[src/rtl/alu_exec_stage.sv]
// Execute-stage wrapper in front of a combinational ALU: operand register (O),
// result register (R) and an architectural carry flag for chained multi-word ops.
module alu_exec_stage #(
    parameter int unsigned WIDTH      = 32,
    parameter int unsigned FUNC_WIDTH = 5
) (
    input  logic                  clk,
    input  logic                  rst_n,
    input  logic                  in_valid,
    output logic                  in_ready,
    input  logic [WIDTH-1:0]      in_a,
    input  logic [WIDTH-1:0]      in_b,
    input  logic [FUNC_WIDTH-1:0] in_f,
    input  logic                  in_use_carry,
    input  logic                  clr_carry,
    output logic [WIDTH-1:0]      alu_a,
    output logic [WIDTH-1:0]      alu_b,
    output logic                  alu_ci,
    output logic [FUNC_WIDTH-1:0] alu_f,
    input  logic [WIDTH-1:0]      alu_s,
    input  logic                  alu_co,
    output logic                  out_valid,
    input  logic                  out_ready,
    output logic [WIDTH-1:0]      out_s,
    output logic                  out_co,
    output logic                  carry_flag
);

    logic o_valid;
    logic o_use_carry;
    logic o_adv;

    // O hands its packet to the ALU/R when R is empty or being drained this cycle.
    assign o_adv    = o_valid & (~out_valid | out_ready);
    assign in_ready = ~o_valid | o_adv;
    assign alu_ci   = o_use_carry & carry_flag;

    always_ff @(posedge clk) begin
        if (!rst_n) begin
            o_valid     <= 1'b0;
            o_use_carry <= 1'b0;
            alu_a       <= '0;
            alu_b       <= '0;
            alu_f       <= '0;
            out_valid   <= 1'b0;
            out_s       <= '0;
            out_co      <= 1'b0;
            carry_flag  <= 1'b0;
        end else begin
            if (in_valid && in_ready) begin
                alu_a       <= in_a;
                alu_b       <= in_b;
                alu_f       <= in_f;
                o_use_carry <= in_use_carry;
                o_valid     <= 1'b1;
            end else if (o_adv) begin
                o_valid <= 1'b0;
            end

            if (o_adv) begin
                out_s     <= alu_s;
                out_co    <= alu_co;
                out_valid <= 1'b1;
            end else if (out_ready) begin
                out_valid <= 1'b0;
            end

            // An explicit clear wins over the carry produced by an advancing op.
            if (clr_carry) begin
                carry_flag <= 1'b0;
            end else if (o_adv) begin
                carry_flag <= alu_co;
            end
        end
    end

endmodule

[config.mk]
export PLATFORM = sky130hd
export DESIGN_NAME = alu_exec_stage
export DESIGN_NICKNAME = d
export VERILOG_FILES = /design/src/rtl/alu_exec_stage.sv
export SDC_FILE = /design/constraint.sdc
export NUM_CORES = 1
export LEC_CHECK = 0
export CAP_MARGIN = 10
export CORE_MARGIN = 2
export CORE_UTILIZATION = 40
export CTS_CLUSTER_DIAMETER = 100
export DETAILED_ROUTE_END_ITERATION = 8
export PLACE_DENSITY = 0.9
export SLEW_MARGIN = 20
export SYNTH_ARGS = -nofsm -noshare
export SYNTH_HDL_FRONTEND = slang
export SYNTH_SLANG_ARGS = --single-unit
[constraint.sdc]
create_clock -name clk -period 1.4 [get_ports clk]
set_input_delay 0.42 -clock clk [delete_from_list [all_inputs] [get_ports clk]]
set_output_delay 0.42 -clock clk [all_outputs]
set_load 0.01 [all_outputs]
Word-level counts from Yosys, hierarchy flattened:

Index checks and enable logic that the tools add are counted.

* mux-type cells: 4
* bitwise operators: 7
* reduce and logical (&&, ||, !) cells: 4

Operator list (count)
* $mux 1: 4
* $reduce_bool 2->1: 2
* $not 1->1: 3
* $and 1x1->1: 2
* $or 1x1->1: 2
* $reduce_or 2->1: 1
* $logic_and 1x1->1: 1

* bits in registers: 106
* bits of input ports: 108
* word-level logic and storage cells: 24

Logic depth before layout (Yosys ltp):

Gate-level depths: netlist (run 1).

* word-level depth: 6
* gate-level depth with buffers: 6

Worst setup path after synthesis (run 1):

No wires, ideal clock.

* kind: register -> output
* start point: reg out_valid
* end point: out in_ready
* data arrival time: 0.904 ns
* slack: 0.076 ns
* stages on the path, launching flop included: 5
* path through: dfxtp_1 -> nor2b_4 -> buf_6 -> clkbuf_2 -> nand2_1

* cells in the longest elaborated chain, start to end: 4

RTL lines
* from (decl): line 22 `output logic out_valid,`
* from (signal assigned): line 45 `out_valid <= 1'b0;`
* from (signal assigned): line 63 `out_valid <= 1'b1;`
* from (signal assigned): line 65 `out_valid <= 1'b0;`
* $not 1->1: line 34 `assign o_adv = o_valid & (~out_valid | out_ready);`
* $or 1x1->1: line 34
* $and 1x1->1: line 34
* $or 1x1->1: line 35 `assign in_ready = ~o_valid | o_adv;`
* to (decl): line 10 `output logic in_ready,`

Every way passes these cells.

Final worst setup path (run 1):

* start point: reg out_valid
* end point: reg alu_b[13]

* cells in the longest elaborated chain, start to end: 5

RTL lines
* $not 1->1: line 34
* $or 1x1->1: line 34
* $and 1x1->1: line 34
* $or 1x1->1: line 35
* $logic_and 1x1->1: line 50 `if (in_valid && in_ready) begin`
* to (signal assigned): line 52 `alu_b <= in_b;`
* to (decl): line 17 `output logic [WIDTH-1:0] alu_b,`

Every way passes these cells.
A chain may end at the register's enable or synchronous reset.

==> results of run 1 <==
-- repair_timing --
action,4_1_cts,5_1_grt
pin swaps,2,1
gates resized for setup,232,106
setup endpoints to repair,205,158
gates cloned,3,4
setup buffers,1,0
-- metal layers --
layer	up-vias	GRT usage [%]	routed length (µm)
li1	1965	-	-
met4	0	7.509	206
met3	16	3.797	668
met5	-	0	0
met1	1879	23.15	5051
met2	123	35.89	6415
-- worst register-to-register path, cell delays in order (launching register included) --
cell,delay [ns]
dfxtp_2,0.34
nor2b_4,0.12
buf_4,0.15
a21boi_4,0.16
buf_12,0.20
buf_16,0.17
mux2i_1,0.24
-- cell type report --
type | count | area, µm² | area share [%]
clock buffer | 10 | 137.6 | 2.070
clock inverter | 6 | 70.07 | 1.054
inverter | 1 | 3.754 | 0.05645
multi-input combinational | 320 | 1896 | 28.51
sequential | 106 | 2145 | 32.25
tap | 140 | 175.2 | 2.635
timing repair buffer | 235 | 2222 | 33.42
-- flip-flops by register name (all words and copies together) (netlist names) --
signal	cells
alu_b	32
out_valid	1
alu_f	5
out_co	1
out_s	32
alu_a	32
carry_flag	1
o_use_carry	1
o_valid	1
-- cells by family after synthesis --
group,after synthesis,share of synthesized area [%]
AND/OR/NAND/NOR,179,16.97
flip-flops,106,48.93
buffers and inverters,43,7.472
multiplexers,70,16.16
AO/OA/AOI/OAI,71,10.47
-- layout by cell type, fill, tap and decap left out, drive strengths merged --
master	n
a21boi	35
a21oi	2
and2	1
buf	25
bufinv	1
clkbuf	78
clkdlybuf4s15	36
clkdlybuf4s50	105
clkinv	1
dfxtp	106
dlygate4sd2	1
inv	5
mux2i	70
nand2	141
nand2b	1
nand3	33
nor2b	2
o21ai	34
or2b	1
-- worst min path at each step --
stage / depth (start not counted) / slack, ns / endpoint
after floorplan: 2 / 0.43 / o_use_carry
after global placement: 2 / 0.44 / o_use_carry
after detailed placement: 2 / 0.45 / alu_a[2]
after CTS: 2 / 0.46 / o_use_carry
after global routing: 2 / 0.48 / alu_a[21]
final: 2 / 0.46 / o_use_carry
-- power by group through the flow --
stage,sequential [mW],combinational (mW),clock [mW]
5_1_grt,3.31,1.30,2.15
3_3_place_gp,3.34,1.21,0
4_1_cts,3.28,1.22,2.02
3_5_place_dp,3.35,1.25,0
2_1_floorplan,3.43,0.454,0
6_report,3.29,1.21,1.96
-- through the flow --
stage	TNS [ns]	worst slack [ns]	hold WS (ns)	util, %
final	-0.2840	-0.05474	0.4598	62.15
after global routing	-3.514	-0.1318	0.4849	62.15
after CTS	-0.08730	-0.08730	0.4649	63.63
after detailed placement	-54.71	-0.6400	0.4490	60.77
after global placement	-49.61	-0.6362	0.4396	60.77
after floorplan	0	0.07570	0.4301	-
==> summary.md, run 1 <==
| Metric | Value |
|---|---|
| ANT nets after route | 0 |
| Die extent in x | between 100 and 150 µm |
| CTS Sinks | 106 |
| CP arrival | 1.73 ns |
| CP peak stage delay | about 0.34 ns |
| Post-CTS Hold Buffers | 0 |
| Layout overhead on the synthesized area | 53.32% |
| Failing checks | setup timing |
| Final period utilization | 103.9% |
| Fin area | about 0.0066 mm² |
| Synth async-reset ratio | 0% |
| Critical Path Source Type | flip-flop |
| First-pass DRT Iterations | 4 |
| Diodes inserted | 0 |
| Filler cell count | between 800 and 900 |
| Antenna violations before repair | 0 |
| Post-DP HPWL | 8405 µm |
| Routed WL | roughly 12000 µm |
| Fin cells | just over 800 |
| Logic gate share of total power | between 10% and 20% |
| MaxCap Viol Count | 0 |
| Vias in the first global route | just under 4000 |
| Root buf cell | clkbuf_8 |
| CP Class | reg2reg |
| Sequential area share after synthesis | roughly half |
| IO buf count | approximately 210 |
| Status | finished with violations |
| Leak | 2.879 nW |
| YS warnings | 0 |
| Synthesized area per cell | 9.247 µm² |
| Max Slew Vio Count | 0 |
| Initial Utilization | between 40% and 50% |
| Net Sw Frac | about a quarter |
| CTS tree | yes |
| RSZ-0062 raised after global routing | true |
| Fin nets | roughly 780 |
| Vias post-DR | 3983 |
| Initial drt markers | between 200 and 250 |
| Top-level port count | 214 |
| Clock slew at reported path FFs | 0.11 ns |
| Count leader, synth | nand2_1 |
| Largest area contributor in the netlist | dfxtp_1 |
| Largest net degree at the start of global routing | roughly 100 |
| Worst Reg-to-Reg Cells | 6 |
| Skew final | between 0.015 and 0.02 ns |
| Number of synthesized flops with an enable pin | 0 |
| Final setup violation count | 23 |
| Die Ht | approximately 110 µm |
| Top cell type's share of synthesized area | about half |
| Yosys cell types | 22 |
| Rows | 38 |
| H-tree depth | 3 |
| Global-route wire length before repair | between 15000 and 20000 µm |
| Critical R2R Capture | alu_b[13] |
| Fin. Hold Viols | 0 |
| CP bufs+invs | 3 |
| Gr usage total | 19.85% |
| FMAX | approximately 690 MHz |
| Worst slew pin tran | just over 0.4 ns |
| Cell Area, Synth | around 0.0043 mm² |
| Capture point of the worst path | alu_b[13] |
| DR WL/cell | ~15 µm |
| Flop pwr share | approximately half |
| Mapped Nets | 577 |
| Cts bufs inserted | 9 |
| Core area | 0.01070 mm² |
| Final worst slack | -0.05474 ns |
| DIE AREA | 0.01169 mm² |
| NetSw | approximately 1.7 mW |
| DRC viols | 0 |
| Synth top cells by count | nand2_1 (141), dfxtp_1 (106), mux2i_1 (70) |
| Cells along the critical path | nor2b_4 -> buf_4 -> a21boi_4 -> buf_12 -> buf_16 -> mux2i_1 |
| Max clock buf depth | 2 |
| HP Class | reg2reg |
| WP data required | 1.67 ns |
| Dpl cells | a little under 800 |
| Crit. End Element | flip-flop |
| Total power | around 6.5 mW |
| Clk_lat worst skew | 0.36 ns |
| Post-synthesis instance total | ~470 |
| PwrDens | 972.2 mW/mm² |
| Largest cells by area after synthesis | dfxtp_1 (49%), mux2i_1 (16%), nand2_1 (12%) |
| Crit path time final | 1.455 ns |
| Clock power share | between 30% and 40% |
| Via-per-instance ratio | around 4.9 |
| VDD IR max | about 0.6 mV |
| Post-DP Area | between 0.006 and 0.007 mm² |
| Critical Path Stages | 6 |
| Largest delay share family, worst path | buffers and inverters |
| Hold wc startpoint | o_use_carry |
| Internal | roughly 4.8 mW |
| Critical-path top delay cell | dfxtp_2 |
| Grt ovf | 0 |
| Worst R2R Setup Slack | -0.05 ns |
| Top_reg_cell synth | dfxtp_1 |
| Gp weighted congestion | between 0.7 and 0.8 |
| Slew HR | between 70% and 80% |
| Critical R2R Launch | out_valid |
| Worst setup startpoint | out_valid |
| CP Max Fanout | 10 |
| Share of cells above drive strength 1 | approximately 22% |
| #FFs+latches synth | about 110 |
No activity file was read; power rests on OpenSTA's default activity.
==> inputs of run 2 (changes only) <==
--- a/config.mk
+++ b/config.mk
@@ -10,8 +10,10 @@
 export CORE_UTILIZATION = 40
 export CTS_CLUSTER_DIAMETER = 100
 export DETAILED_ROUTE_END_ITERATION = 8
+export GPL_TIMING_DRIVEN = 0
 export PLACE_DENSITY = 0.9
 export SLEW_MARGIN = 20
 export SYNTH_ARGS = -nofsm -noshare
 export SYNTH_HDL_FRONTEND = slang
 export SYNTH_SLANG_ARGS = --single-unit
+export TNS_END_PERCENT = 10
==> summary.md, run 2 (same netlist as run 1, synthesis figures left out) <==
| Metric | Value |
|---|---|
| Internal | approximately 4.8 mW |
| Max Slew Vio Count | 0 |
| Status | finished with violations |
| Cts bufs inserted | 9 |
| WHS | around 0.40 ns |
| Core area | between 0.01 and 0.015 mm² |
| Initial Utilization | 40.54% |
| Crit. End Element | output port |
| Top-level port count | roughly 210 |
| Antenna violations before repair | 0 |
| Net Sw Frac | ~26% |
| Worst Reg-to-Reg Cells | 6 |
| Worst slew pin tran | 0.4671 ns |
| Final worst slack | -0.1369 ns |
| Initial drt markers | approximately 250 |
| Leak | between 2 and 3 nW |
| Most frequent cells in the layout | nand2_1 (140), clkdlybuf4s50_1 (105), dfxtp_1 (96) |
| Max clock buf depth | 2 |
| Clock slew at reported path FFs | approximately 0.10 ns |
| Post-DP Area | 0.006634 mm² |
| Flop pwr share | between 50% and 60% |
| Clk_lat worst skew | approximately 0.35 ns |
| First-pass DRT Iterations | 4 |
| DR WL/cell | 15.12 µm |
| VDD IR max | approximately 0.63 mV |
| Hold depth | 3 |
| MaxCap Viol Count | 0 |
| DRC viols | 0 |
| CP arrival | approximately 1.1 ns |
| Post-DP HPWL | between 9000 and 10000 µm |
| ANT nets after route | 0 |
| Largest net degree at the start of global routing | 18 |
| CTS tree | yes |
| IO buf count | ~210 |
| Hold wc startpoint | rst_n |
| Share of cells above drive strength 1 | about 22% |
| Critical R2R Launch | out_valid |
| Gr usage total | 20.59% |
| Grt ovf | 0 |
| Rows | 38 |
| Die Ht | around 110 µm |
| Clock power share | between 30% and 40% |
| Die extent in x | approximately 110 µm |
| WP data required | between 0.9 and 1 ns |
| Failing checks | setup timing |
| Crit path time final | 1.537 ns |
| NetSw | between 1.5 and 2 mW |
| Critical Path Source Type | flip-flop |
| Fin. Hold Viols | 0 |
| Layout overhead on the synthesized area | 52.71% |
| CP Class | reg2out |
| Diodes inserted | 0 |
| Root buf cell | clkbuf_8 |
| PwrDens | approximately 980 mW/mm² |
| Routed WL | 12790 µm |
| CTS Sinks | between 100 and 150 |
| FMAX | ~650 MHz |
| HP Class | in2reg |
| Fin nets | between 800 and 900 |
| Post-CTS Hold Buffers | 0 |
| Dpl cells | approximately 820 |
| CP Max Fanout | 10 |
| Fin cells | ~850 |
| RSZ-0062 raised after global routing | true |
| DIE AREA | between 0.01 and 0.015 mm² |
| Worst R2R Setup Slack | -0.03 ns |
| Slew HR | ~69% |
| Biggest regs | alu_a (32), alu_b (32), out_s (32) |
| Final core occ | between 60 and 70% |
| Final period utilization | 109.8% |
| Fin area | between 0.006 and 0.007 mm² |
| Commonest non-fill, non-tap cell in the layout | nand2_1 |
| Via-per-instance ratio | roughly 4.8 |
| Logic gate share of total power | 18.5% |
| Total power | roughly 6.5 mW |
| Global-route wire length before repair | approximately 19000 µm |
| H-tree depth | 3 |
| Vias post-DR | slightly above 4000 |
| Skew final | about 0.012 ns |
| Vias in the first global route | 4067 |
| Gp weighted congestion | 0.7558 |
| Final setup violation count | 17 |
| Worst setup startpoint | o_valid |
## run 2: changes by cell type in the layout (fill, tap and decap cells not counted), sizes merged
cell	previous run	this run
clkinv	1	2
inv	5	1
clkbuf	78	111
buf	25	33
clkdlybuf4s15	36	24
clkinvlp	0	2
## run 2: cell type report
type | count | area [µm²]
plain buffers | 41 | 345.3
clock buffers | 11 | 151.4
clock inverters | 5 | 60.06
fillers | 930 | 4075
inverters | 1 | 7.507
multi-input cells | 320 | 1908
flip-flops and latches | 106 | 2135
well taps | 140 | 175.2
repair buffers | 222 | 1841
## run 2: metrics by stage
step | TNS, ns | setup slack, ns
detailed placement | -48.92 | -0.9403
finish | -0.2671 | -0.1369
floorplan | 0 | 0.07570
global route | -4.000 | -0.2000
global placement | -45.54 | -0.9247
CTS | -3.480 | -0.2589
## run 2: timing repair
| item | CTS | global route |
|---|---|---|
| cloned | 0 | 2 |
| setup buffers | 3 | 6 |
| hold endpoints to repair | 0 | 0 |
| pin swaps | 2 | 2 |
| setup endpoints to repair | 196 | 184 |
| gates resized for setup | 198 | 150 |
## run 2: power groups by stage
stage                     clock network (mW)  registers, mW  logic (mW)
after floorplan                            0           3.43       0.454
after global placement                     0           3.34        1.27
after detailed placement                   0           3.35        1.30
after CTS                               2.03           3.28        1.22
after global routing                    2.16           3.31        1.29
final                                   1.99           3.29        1.20
## run 2: final timing paths
| kind | to |
|---|---|
| setup / recovery | in_ready |
| hold / removal | carry_flag |
| setup reg to reg | alu_a[25] |
| hold reg to reg | alu_a[21] |
## run 2: critical path, cell delays in order (launching register included)
cell and delay [ns]:
dfxtp_1 0.34, buf_6 0.11, clkbuf_8 0.16, nand2_4 0.05, buf_6 0.11
## run 2: layer usage
layer  track usage [%]  routed length [µm]
met2             37.96                6611
met5                 0                   0
met4             6.410                 264
met3             4.581                 817
met1             23.59                5099
==> inputs of run 3 (changes only) <==
--- a/config.mk
+++ b/config.mk
@@ -12,6 +12,7 @@
 export DETAILED_ROUTE_END_ITERATION = 8
 export GPL_TIMING_DRIVEN = 0
 export PLACE_DENSITY = 0.9
+export SKIP_CTS_REPAIR_TIMING = 1
 export SLEW_MARGIN = 20
 export SYNTH_ARGS = -nofsm -noshare
 export SYNTH_HDL_FRONTEND = slang
==> constraint.sdc (replaced) <==
create_clock -name clk -period 1.4 [get_ports clk]
set_input_delay 0.28 -clock clk [delete_from_list [all_inputs] [get_ports clk]]
set_output_delay 0.28 -clock clk [all_outputs]
set_load 0.01 [all_outputs]
==> summary.md, run 3 (same netlist as run 1, synthesis figures left out) <==
| Metric | Value |
|---|---|
| Status | finished with violations |
| Failing checks | setup timing |
| Antenna violations before repair | 0 |
| Fin cells | 837 |
| FMAX | 636.0 MHz |
| VDD IR max | 0.6306 mV |
| Via-per-instance ratio | around 4.8 |
| Post-DP HPWL | 9553 µm |
| CP bufs+invs | 3 |
| Dpl cells | between 800 and 900 |
| Most common cell type on the critical path | buf_6 |
| Met2 routed WL | between 6000 and 7000 µm |
| Rows | 38 |
| Crit path time final | about 1.6 ns |
| Largest net degree at the start of global routing | 18 |
| WP data required | about 1.1 ns |
| Fin. Hold Viols | 0 |
| Met3 wire len | between 700 and 800 µm |
| Cts bufs inserted | 9 |
| First-pass DRT Iterations | 6 |
| Worst Reg-to-Reg Cells | 6 |
| Die extent in x | between 100 and 150 µm |
| Most frequent cells in the layout | nand2_1 (141), dlymetal6s2s_1 (106), clkdlybuf4s50_1 (105) |
| Final period utilization | 112.3% |
| Skew final | 0.01334 ns |
| Hold depth | 3 |
| Routed WL | ~13000 µm |
| Gp weighted congestion | 0.7558 |
| Crit. End Element | output port |
| Total power | 6.497 mW |
| Max clock buf depth | 2 |
| HP Class | in2reg |
| Critical Path Stages | 5 |
| MaxCap Viol Count | 0 |
| PwrDens | between 900 and 1000 mW/mm² |
| Critical-path top delay cell | dfxtp_2 |
| Clk_lat worst skew | 0.35 ns |
| DIE AREA | 0.01169 mm² |
| CP Max Fanout | 10 |
| Fin nets | 800 |
| Slew HR | between 60 and 70% |
| Vias in the first global route | 4027 |
| Vias post-DR | a little over 4000 |
| Biggest regs | alu_a (32), alu_b (32), out_s (32) |
| Core area | roughly 0.011 mm² |
| Met1 wire length | between 5000 and 6000 µm |
| Grt ovf | 0 |
| Cells along the critical path | nor2b_4 -> buf_6 -> buf_6 -> nand2_1 -> clkbuf_2 |
| Pre-CTS setup slack | -0.6603 ns |
| Initial drt markers | approximately 210 |
| Top-level port count | between 200 and 250 |
| Diodes inserted | 0 |
| Root buf cell | clkbuf_8 |
| CP Class | reg2out |
| Largest delay share family, worst path | buffers and inverters |
| Max Slew Vio Count | 0 |
| Initial Utilization | 40.54% |
| Layout overhead on the synthesized area | 64.20% |
| Commonest non-fill, non-tap cell in the layout | nand2_1 |
| Clock slew at reported path FFs | roughly 0.090 ns |
| Global-route wire length before repair | around 19000 µm |
| Gr usage total | about a fifth |
| Leak | 4.423 nW |
| CTS Sinks | between 100 and 150 |
| CP arrival | 1.29 ns |
| Share of cells above drive strength 1 | 6.456% |
| Max Used Layer | met4 |
| IO buf count | 212 |
| Critical Path Source Type | flip-flop |
| Worst slew pin tran | around 0.49 ns |
| Final setup violation count | 1 |
| CP peak stage delay | 0.36 ns |
| DR WL/cell | between 15 and 20 µm |
| Final worst slack | -0.1723 ns |
| H-tree depth | 3 |
| ANT nets after route | 0 |
| CTS tree | yes |
| WHS | ~0.26 ns |
| RSZ-0062 raised after global routing | true |
| Die Ht | 108.1 µm |
| DRC viols | 0 |
[run 3: cell count changes in the layout (fill, tap and decap cells not counted), sizes merged]
cell | previous run | this run
buf | 33 | 21
clkbuf | 111 | 33
clkdlybuf4s15 | 24 | 0
clkinvlp | 2 | 1
dlygate4sd2 | 1 | 0
dlymetal6s2s | 0 | 106
inv | 1 | 2
[run 3: path summary, 6_finish.rpt]
kind | start | endpoint | slack, ns
max | out_valid | in_ready | -0.17
min | rst_n | carry_flag | 0.26
max reg2reg | out_valid | alu_b[19] | 0.02
min reg2reg | alu_a[21] | alu_a[21] | 0.46
[run 3: report_power, final]
part / total [mW] / switching (mW) / internal [mW]
clock network: 1.96 / 1.03 / 0.933
registers: 3.28 / 0.0838 / 3.19
logic: 1.26 / 0.519 / 0.736
total: 6.50 / 1.63 / 4.86
[run 3: area by class of cell]
cell class                 count  area, µm²
inverter                       1      3.754
buffer                        42      332.8
clock inverter                 5      60.06
clock buffer                  11      151.4
tap                          140      175.2
fill                         827       3577
sequential                   106       2125
timing repair buffer         212       2382
multi-input combinational    320       1891
[run 3: routing by layer]
layer | GRT usage [%] | vias to the layer above
met5 | 0 | -
li1 | - | 2006
met3 | 4.581 | 21
met4 | 6.410 | 0
met2 | 37.47 | 138
met1 | 23.63 | 1878
[run 3: metrics by stage]
stage          utilization, %  TNS [ns]  area, µm²
2_1_floorplan               -         0       4337
3_3_place_gp            62.01    -30.49       6634
3_5_place_dp            62.01    -33.83       6634
4_1_cts                 63.99    -15.32       6845
5_1_grt                 66.56    -1.373       7121
6_report                66.56   -0.1723       7121
[run 3: worst register-to-register path, delay by kind of cell, from the launching register on]
kind                   cells  cell delay, ns
AOI/OAI and AO/OA          1            0.17
buffers and inverters      3            0.48
DFF                        1            0.34
and+or+nand+nor            1            0.12
muxes                      1            0.22
